===== src/rtl/led_matrix_pkg.sv =====
// rtl/led_matrix_pkg.sv - shared state, geometry and pixel types for the LED matrix scan path
package led_matrix_pkg;

   // Default panel geometry: 64 columns, 1/16 scan
   localparam int DEF_COLS     = 64;
   localparam int DEF_ROW_BITS = 4;

   typedef enum logic [2:0] {
      ST_IDLE,
      ST_SHIFT,
      ST_BLANK,
      ST_LATCH,
      ST_DISPLAY
   } scan_state_t;

   // Upper-half and lower-half pixel bits for one (col,row) coordinate
   typedef struct packed {
      logic r0;
      logic g0;
      logic b0;
      logic r1;
      logic g1;
      logic b1;
   } rgb_pair_t;

   // On-time for a brightness level: eighths of the full on-time
   function automatic int unsigned bright_cycles(input int unsigned on_cyc, input logic [2:0] level);
      return (on_cyc >> 3) * (32'(level) + 32'd1);
   endfunction

endpackage


===== src/rtl/led_clk_phase.sv =====
// rtl/led_clk_phase.sv - per-column phase counter producing capture, panel clock rise and column step strobes
module led_clk_phase #(
   parameter int CLK_DIV = 2
) (
   input  logic clk_i,
   input  logic rst_ni,
   input  logic run_i,
   output logic ph_zero_o,
   output logic clk_rise_o,
   output logic col_step_o
);

   localparam int              PH_W    = $clog2(2 * CLK_DIV);
   localparam logic [PH_W-1:0] PH_RISE = PH_W'(CLK_DIV - 1);
   localparam logic [PH_W-1:0] PH_LAST = PH_W'(2 * CLK_DIV - 1);

   logic [PH_W-1:0] ph_q;
   logic [PH_W-1:0] ph_d;

   // Count through one column period while running; park at zero otherwise
   always_comb begin
      ph_d = '0;
      if (run_i && (ph_q != PH_LAST)) begin
         ph_d = ph_q + 1'b1;
      end
   end

   // Phase register
   always_ff @(posedge clk_i or negedge rst_ni) begin
      if (!rst_ni) begin
         ph_q <= '0;
      end else begin
         ph_q <= ph_d;
      end
   end

   // Strobes describe what the owner should register at the end of this cycle
   assign ph_zero_o  = run_i && (ph_q == '0);
   assign clk_rise_o = run_i && (ph_q == PH_RISE);
   assign col_step_o = run_i && (ph_q == PH_LAST);

endmodule


===== src/rtl/led_matrix_scan.sv =====
// rtl/led_matrix_scan.sv - HUB75 row-sequential scan driver; LED_MATRIX_BRIGHT_EN adds a 3-bit brightness input
module led_matrix_scan
   import led_matrix_pkg::*;
#(
   parameter int COLS     = DEF_COLS,
   parameter int ROW_BITS = DEF_ROW_BITS,
   parameter int CLK_DIV  = 2,
   parameter int LAT_CYC  = 2,
   parameter int ON_CYC   = 256
) (
   input  logic                     clk,
   input  logic                     rst,
   input  logic                     en,
`ifdef LED_MATRIX_BRIGHT_EN
   input  logic [2:0]               brightness,
`endif
   output logic [$clog2(COLS)-1:0]  col,
   output logic [ROW_BITS-1:0]      row,
   input  logic                     R0,
   input  logic                     G0,
   input  logic                     B0,
   input  logic                     R1,
   input  logic                     G1,
   input  logic                     B1,
   output logic                     panel_r0,
   output logic                     panel_g0,
   output logic                     panel_b0,
   output logic                     panel_r1,
   output logic                     panel_g1,
   output logic                     panel_b1,
   output logic                     panel_clk,
   output logic                     panel_lat,
   output logic                     panel_oe_n,
   output logic [ROW_BITS-1:0]      panel_addr,
   output logic                     frame_done
);

   localparam int                  COL_W    = $clog2(COLS);
   localparam int                  CNT_MAX  = (ON_CYC > LAT_CYC) ? ON_CYC : LAT_CYC;
   localparam int                  CNT_W    = $clog2(CNT_MAX);
   localparam logic [COL_W-1:0]    COL_LAST = COL_W'(COLS - 1);
   localparam logic [ROW_BITS-1:0] ROW_LAST = '1;
   localparam logic [CNT_W-1:0]    LAT_LAST = CNT_W'(LAT_CYC - 1);

   scan_state_t         state_q;
   logic [COL_W-1:0]    col_q;
   logic [ROW_BITS-1:0] row_q;
   rgb_pair_t           data_q;
   logic                panel_clk_q;
   logic                panel_lat_q;
   logic                panel_oe_n_q;
   logic [ROW_BITS-1:0] panel_addr_q;
   logic                frame_done_q;
   logic [CNT_W-1:0]    cnt_q;
   logic [CNT_W-1:0]    on_last;

   logic ph_zero;
   logic clk_rise;
   logic col_step;

`ifdef LED_MATRIX_BRIGHT_EN
   logic [CNT_W-1:0] on_last_q;
   assign on_last = on_last_q;
`else
   assign on_last = CNT_W'(ON_CYC - 1);
`endif

   led_clk_phase #(
      .CLK_DIV (CLK_DIV)
   ) u_phase (
      .clk_i      (clk),
      .rst_ni     (rst),
      .run_i      (state_q == ST_SHIFT),
      .ph_zero_o  (ph_zero),
      .clk_rise_o (clk_rise),
      .col_step_o (col_step)
   );

   // Scan sequencer: shift a row, blank, latch, display, advance
   always_ff @(posedge clk or negedge rst) begin
      if (!rst) begin
         state_q      <= ST_IDLE;
         col_q        <= '0;
         row_q        <= '0;
         data_q       <= '0;
         panel_clk_q  <= 1'b0;
         panel_lat_q  <= 1'b0;
         panel_oe_n_q <= 1'b1;
         panel_addr_q <= '0;
         frame_done_q <= 1'b0;
         cnt_q        <= '0;
`ifdef LED_MATRIX_BRIGHT_EN
         on_last_q    <= '0;
`endif
      end else begin
         frame_done_q <= 1'b0;
         case (state_q)
            ST_IDLE: begin
               panel_oe_n_q <= 1'b1;
               panel_lat_q  <= 1'b0;
               panel_clk_q  <= 1'b0;
               col_q        <= '0;
               if (en) begin
                  state_q <= ST_SHIFT;
               end
            end
            ST_SHIFT: begin
               // Pixel generator is combinational on col/row, so sample directly
               if (ph_zero) begin
                  data_q <= '{r0: R0, g0: G0, b0: B0, r1: R1, g1: G1, b1: B1};
               end
               if (clk_rise) begin
                  panel_clk_q <= 1'b1;
               end
               if (col_step) begin
                  panel_clk_q <= 1'b0;
                  if (col_q == COL_LAST) begin
                     col_q   <= '0;
                     state_q <= ST_BLANK;
                  end else begin
                     col_q <= col_q + 1'b1;
                  end
               end
            end
            ST_BLANK: begin
               panel_addr_q <= row_q;
               panel_lat_q  <= 1'b1;
               cnt_q        <= '0;
               state_q      <= ST_LATCH;
            end
            ST_LATCH: begin
               if (cnt_q == LAT_LAST) begin
                  // Latch drops on the same edge that enables output: never both active
                  panel_lat_q  <= 1'b0;
                  panel_oe_n_q <= 1'b0;
                  cnt_q        <= '0;
`ifdef LED_MATRIX_BRIGHT_EN
                  on_last_q    <= CNT_W'(bright_cycles(ON_CYC, brightness) - 1);
`endif
                  state_q      <= ST_DISPLAY;
               end else begin
                  cnt_q <= cnt_q + 1'b1;
               end
            end
            ST_DISPLAY: begin
               if (cnt_q == on_last) begin
                  // en is only honoured here so a row is never left half latched
                  panel_oe_n_q <= 1'b1;
                  row_q        <= row_q + 1'b1;
                  frame_done_q <= (row_q == ROW_LAST);
                  cnt_q        <= '0;
                  state_q      <= en ? ST_SHIFT : ST_IDLE;
               end else begin
                  cnt_q <= cnt_q + 1'b1;
               end
            end
            default: begin
               state_q      <= ST_IDLE;
               panel_oe_n_q <= 1'b1;
               panel_lat_q  <= 1'b0;
            end
         endcase
      end
   end

   assign col        = col_q;
   assign row        = row_q;
   assign panel_r0   = data_q.r0;
   assign panel_g0   = data_q.g0;
   assign panel_b0   = data_q.b0;
   assign panel_r1   = data_q.r1;
   assign panel_g1   = data_q.g1;
   assign panel_b1   = data_q.b1;
   assign panel_clk  = panel_clk_q;
   assign panel_lat  = panel_lat_q;
   assign panel_oe_n = panel_oe_n_q;
   assign panel_addr = panel_addr_q;
   assign frame_done = frame_done_q;

endmodule


===== config.mk =====
export PLATFORM = sky130hd
export DESIGN_NAME = led_matrix_scan
export DESIGN_NICKNAME = d
export VERILOG_FILES = /design/src/rtl/led_matrix_pkg.sv /design/src/rtl/led_clk_phase.sv /design/src/rtl/led_matrix_scan.sv
export SDC_FILE = /design/constraint.sdc
export NUM_CORES = 1
export LEC_CHECK = 0
export ABC_CLOCK_PERIOD_IN_PS = 2100
export BUFFER_PORTS_ARGS = -buffer_cell sky130_fd_sc_hd__buf_2
export CAP_MARGIN = 30
export CORE_MARGIN = 10
export CORE_UTILIZATION = 50
export CTS_BUF_LIST = sky130_fd_sc_hd__clkbuf_4
export DETAILED_ROUTE_END_ITERATION = 12
export PLACE_DENSITY_LB_ADDON = 0.2
export SLEW_MARGIN = 20
export SYNTH_ARGS = -nofsm -noshare
export SYNTH_HDL_FRONTEND = slang
export SYNTH_SLANG_ARGS = --single-unit

===== constraint.sdc =====
create_clock -name clk -period 2.1 [get_ports clk]
set_input_delay 0.105 -clock clk [delete_from_list [all_inputs] [get_ports clk]]
set_output_delay 0.105 -clock clk [all_outputs]
set_load 0.005 [all_outputs]

# [Word-level counts from Yosys, hierarchy flattened]
# Index checks and enable logic that the tools add are counted.
[totals] regBits=37 inputBits=9 out_inout_bits=24 wordCells=79
[op_classes] n_addsub=4 n_eq_ne=17 muxes=23 bitwise_logic=2 reduce_logical=17
[op_table] cell="$pmux W8 S3" count=1
[op_table] cell="$mux W8" count=2
[op_table] cell="$mux W3" count=5
[op_table] cell="$pmux W3 S5" count=1
[op_table] cell="$mux W6" count=2
[op_table] cell="$ne A2 B2 Y1 const B" count=6
[op_table] cell="$pmux W6 S2" count=1
[op_table] cell="$reduce_and A2 Y1" count=5
[op_table] cell="$add A8 B1 Y8 const B" count=1
[op_table] cell="$eq A8 B1 Y1 const B" count=1
[op_table] cell="$eq A8 B8 Y1 const B" count=1
[op_table] cell="$mux W1" count=7
[op_table] cell="$add A6 B1 Y6 const B" count=1
[op_table] cell="$eq A3 B2 Y1 const B" count=2
[op_table] cell="$eq A6 B6 Y1 const B" count=1
[op_table] cell="$pmux W1 S3" count=2
[op_table] cell="$reduce_and A5 Y1" count=1
[op_table] cell="$add A4 B1 Y4 const B" count=1
[op_table] cell="$eq A4 B4 Y1 const B" count=1
[op_table] cell="$logic_and A1 B1 Y1" count=4
[op_table] cell="$reduce_or A2 Y1" count=2
[op_table] cell="$eq A3 B1 Y1 const B" count=1
[op_table] cell="$eq A3 B3 Y1 const B" count=1
[op_table] cell="$logic_not A3 Y1" count=1
[op_table] cell="other kinds (11)" count=12

# [Longest topological paths before layout]
[depth] depth_word=5 ltp_mapped=7 depth_no_buf=6

# [Cells and area by module]
# Synthesis repeated with hierarchy kept, for this count alone.
[unflattened] hier_cells=189 hier_area_um2=1946.9
[by_module_without_submodules] module="led_matrix_scan" instances=1 cells_each=177 area_each_um2=1810.5 seq_area_each_um2=877.1
[by_module_without_submodules] module="led_clk_phase" instances=1 cells_each=12 area_each_um2=136.4 seq_area_each_um2=50.0

# [Worst setup path after synthesis]
# OpenSTA, ideal clock, no wires.
[synth_path] path_kind="register -> register" startpoint="reg col_q[0] (netlist: col[0])" endpoint="reg state_q[0]" setup_time_ns=0.128 arrival_time_ns=1.580 t_required_ns=1.972 slack_ns=0.392 path_stages_with_launch=6 path_buffers=0 synth_period_minus_slack_ns=1.708 path_cell_list="dfrtp_1 -> ha_1 -> nand2_1 -> o32a_1 -> a211oi_2 -> mux2_1"
[synth_via] elab_chain_cells=3
[synth_lines] item="start, declared" line="led_matrix_scan.sv:46" rtl="logic [COL_W-1:0] col_q;"
[synth_lines] item="start signal, assigned" line="led_matrix_scan.sv:121" rtl="col_q <= col_q + 1'b1;"
[synth_lines] item="$eq A6 B6 Y1" line="led_matrix_scan.sv:117" rtl="if (col_q == COL_LAST) begin"
[synth_lines] item="$ne A2 B2 Y1 (no source line)"
[synth_lines] item="$reduce_and A5 Y1 (no source line)"
[synth_lines] item="end signal, assigned" line="led_matrix_scan.sv:152" rtl="state_q <= en ? ST_SHIFT : ST_IDLE;"
[synth_lines] item="end, declared" line="led_matrix_scan.sv:45" rtl="scan_state_t state_q;"
# No other way between the ends.
# A chain may end at the register's enable or synchronous reset.

# [Worst setup path in the final report]
[layout_path] startpoint="reg cnt_q[1]" endpoint="reg state_q[0]"
[layout_via] elab_chain_cells=3 elab_cells_between_ends=5 classes_between="4 x eq/ne; 1 x reduce/logical"
[layout_lines] item="start, declared" line="led_matrix_scan.sv:54" rtl="logic [CNT_W-1:0] cnt_q;"
[layout_lines] item="start signal, assigned" line="led_matrix_scan.sv:142" rtl="cnt_q <= cnt_q + 1'b1;"
[layout_lines] item="start signal, assigned" line="led_matrix_scan.sv:154" rtl="cnt_q <= cnt_q + 1'b1;"
[layout_lines] item="$eq A8 B8 Y1 or $eq A8 B1 Y1 (tied branches)" line="led_matrix_scan.sv:146, led_matrix_scan.sv:132"
[layout_lines] item="$ne A2 B2 Y1 (no source line)"
[layout_lines] item="$reduce_and A5 Y1 (no source line) (*)"
# Mark *: on every way between the ends. The rest lies on a longest branch, timed or not.

==> flow_summary_export.csv <==
group,metric,value,unit
sta,post-route-period-util,0.866,
setup_path,crit_fanout,5,
job,max_cap_violations,0,
setup_path,end_kind,"register",
sta,timing.fmax,550,MHz
outcome,status,"complete, no violations",
synth,synth_area_leaders,"dfrtp_1 (47%), mux2_2 (6.5%), ha_1 (4.6%), o21ai_0 (3.4%), nand2_1 (3.4%)",
sta,fin_crit,1.82,ns
place,portBuffers,32,
sta,fin_skew,0.0121,ns
drt,vias,1437,
global_route,grtUsageMet2,0.232,
power_and_ir_drop,cellLeakagePower,1.09,nW
setup_path,crit_path_cell_trace,"inv_1 > ha_1 > nor4b_1 > a21oi_1 > buf_4 > a211oi_2 > mux2_1",
clock_network,cts_setup_buffers,0,
place,finalWeightedCongestion,0.775,
worst_hold_path,min_path_type,"in2reg",
synth,synth_seq_cells,37,
clock_network,cts_htree_levels,2,
drt,firstDrtPassIters,4,
layout,final_cell_mix,"dfrtp_1 (36), buf_2 (32), nand2_1 (17)",
clock_network,ctsResizeCount,0,
layout,final_util,0.618,
die,die_area,6660,µm²
layout,nNetsFinal,234,
setup_path,slowest_stage,"dfrtp_1",
setup_path,crit_required,2.35,ns
sta,tns,0,ns
global_route,grt_max_degree,38,
synth,syn_area_per_cell,10.9,µm²
global_route,antenna_found_initial,0,
die,fp.coreArea,3660,µm²
power_and_ir_drop,seqPwrFrac,0.568,
power_and_ir_drop,power.switching,0.267,mW
global_route,grt_use_total,0.133,
drt,via_per_inst,5.38,
global_route,grt_overflow,0,
die,die_y,81.6,µm
synth,ys_seq_area_frac,0.489,
sta,setup_viol_count_final,0,
drt,routed_wl,3.94,mm
synth,ys_async_sr_fraction,1.00,
place,dp_hpwl,2.82,mm
synth,synth_top_area_cell,"dfrtp_1",
layout,multi_input_area,913,µm²
sta,finalHoldViolCount,0,
power_and_ir_drop,clkPwrFrac,0.396,
die,die_x,81.6,µm
layout,regArea,927,µm²
clock_network,cts_buffer_depth,2,
synth,synth_flop_cell,"dfrtp_1",
power_and_ir_drop,power,1.27,mW
global_route,busiest_layer,"met2",
setup_path,critPathMaxStageDelay,0.44,ns
global_route,grt_use_met3,0.0437,
synth,synth_edf_count,0,
sta,relSlewSlack,0.451,
setup_path,crit_type,"reg2reg",
synth,yosysWarnings,0,
clock_network,clock-sinks,37,
synth,synth_cell_types,50,
drt,wl_per_cell,14.7,µm
synth,synthesis.area,1900,µm²
power_and_ir_drop,swShare,0.211,
drt,first_iter_violations,73,
power_and_ir_drop,peakVddDrop,0.368,mV
setup_path,cp.arrival,2.06,ns
clock_network,cts_tree,"built",
layout,areaGrowthSynthToFinish,19.3,%
sta,rsz0062_at_grt,"false",
clock_network,cts-root-buf,"clkbuf_4",
global_route,grt_pass1_vias,1492,
synth,synth_top_area_frac,0.475,
layout,drive_gt1_frac,0.297,
sta,report.final.slew_viol_count,0,
sta,worst_slew_pin_slew,0.823,ns
die,num_io_pins,33,
synth,synth.net_count,190,
drt,ant_nets,0,
layout,layout_commonest_cell,"dfrtp_1",
setup_path,start_kind,"register",
drt,drc,0,
clock_network,cts_made_buffers,5,
layout,fillers,310,
layout,diodes,0,
clock_network,clkLatencyLatePin,0.35,ns
clock_network,clk_pin_slew_worst_paths,0.11,ns
die,rows,22,
power_and_ir_drop,power.density,560,nW/µm²
global_route,grt_first_pass_wirelength,6.88,mm
setup_path,rrSetupSlack,0.28,ns
power_and_ir_drop,p_comb_frac,0.035,
global_route,grt_use_met1,0.144,
die,start_util,0.518,
synth,syn_inst,174,
power_and_ir_drop,p_int,1.00,mW
## through the flow
| stage | hold slack, ns | setup slack [ns] | area, µm² | std cells |
|---|---|---|---|---|
| after global placement | 0.231 | 0.345 | 2110 | 252 |
| after detailed placement | 0.248 | 0.304 | 2110 | 252 |
| after floorplan | -0.191 | 0.392 | 1900 | 174 |
| final | 0.179 | 0.282 | 2260 | 267 |
| after CTS | 0.173 | 0.293 | 2260 | 267 |
| after global routing | 0.247 | 0.191 | 2260 | 267 |
## state kept, by name (all words and copies together) (netlist names)
signal        count
cnt_q             8
col               6
panel_addr        4
row               4
state_q           3
u_phase.ph_q      2
frame_done        1
panel_b0          1
panel_b1          1
panel_clk         1
panel_g0          1
panel_g1          1
panel_lat         1
panel_oe_n        1
panel_r0          1
panel_r1          1
## final timing paths
kind / startpoint / endpoint / depth (start not counted)
max in group asynchronous: rst / cnt_q[5] / 2
hold / removal: en / state_q[0] / 4
min in group asynchronous: rst / panel_b0 / 2
hold reg to reg: panel_addr[2] / panel_addr[2] / 1
setup / recovery: cnt_q[1] / state_q[0] / 7
setup reg to reg: cnt_q[1] / state_q[0] / 7
## critical path, delay by kind of cell (launching register included)
family / cells / cell delay [ns]
simple gates: 1 / 0.28
buf+inv: 2 / 0.24
flops: 1 / 0.44
compound gates: 2 / 0.28
mux: 1 / 0.33
fa+ha+maj: 1 / 0.15
## metal layers
layer  share of wire  vias to the layer above
met2            0.51                       29
met4           0.018                        0
met5               0                        -
met3           0.063                        7
li1                -                      712
met1            0.40                      689
## cell type report
class	instances	area share
flip-flops and latches	37	0.410
multi-input cells	125	0.404
repair buffers	43	0.115
well taps	48	0.0265
clock buffers	6	0.0199
clock inverters	2	0.0149
inverters	6	0.00996
## cells by family (layout without fill, tap and decap cells)
family,after synthesis,count (layout),share of synthesized area
simple gates,63,63,0.201
flops,37,37,0.489
compound gates,35,35,0.126
mux,13,13,0.0765
buf+inv,12,57,0.0297
fa+ha+maj,7,7,0.0462
xor+xnor,7,7,0.0323
## cells in the mapped netlist, types with 4 or more instances
cell     instances
dfrtp_1         36
nand2_1         17
o21ai_0         13
mux2_2          11
nor2_1          10
ha_1             7
nand3_1          7
inv_1            6
a21oi_1          4
nor3_1           4
xnor2_1          4
## power by group through the flow
stage / combinational [mW] / sequential [mW] / clock, mW
final: 0.0449 / 0.721 / 0.502
after detailed placement: 0.0357 / 0.735 / 0
after CTS: 0.0456 / 0.721 / 0.513
after global placement: 0.0342 / 0.734 / 0
after global routing: 0.0504 / 0.722 / 0.553
after floorplan: 0.00595 / 0.735 / 0
## repair_timing
action	in CTS	in global routing
endpoints found under the hold margin	42	0
hold buffers	7	0
setup endpoints to repair	0	0
(Power assumes the default switching activity.)
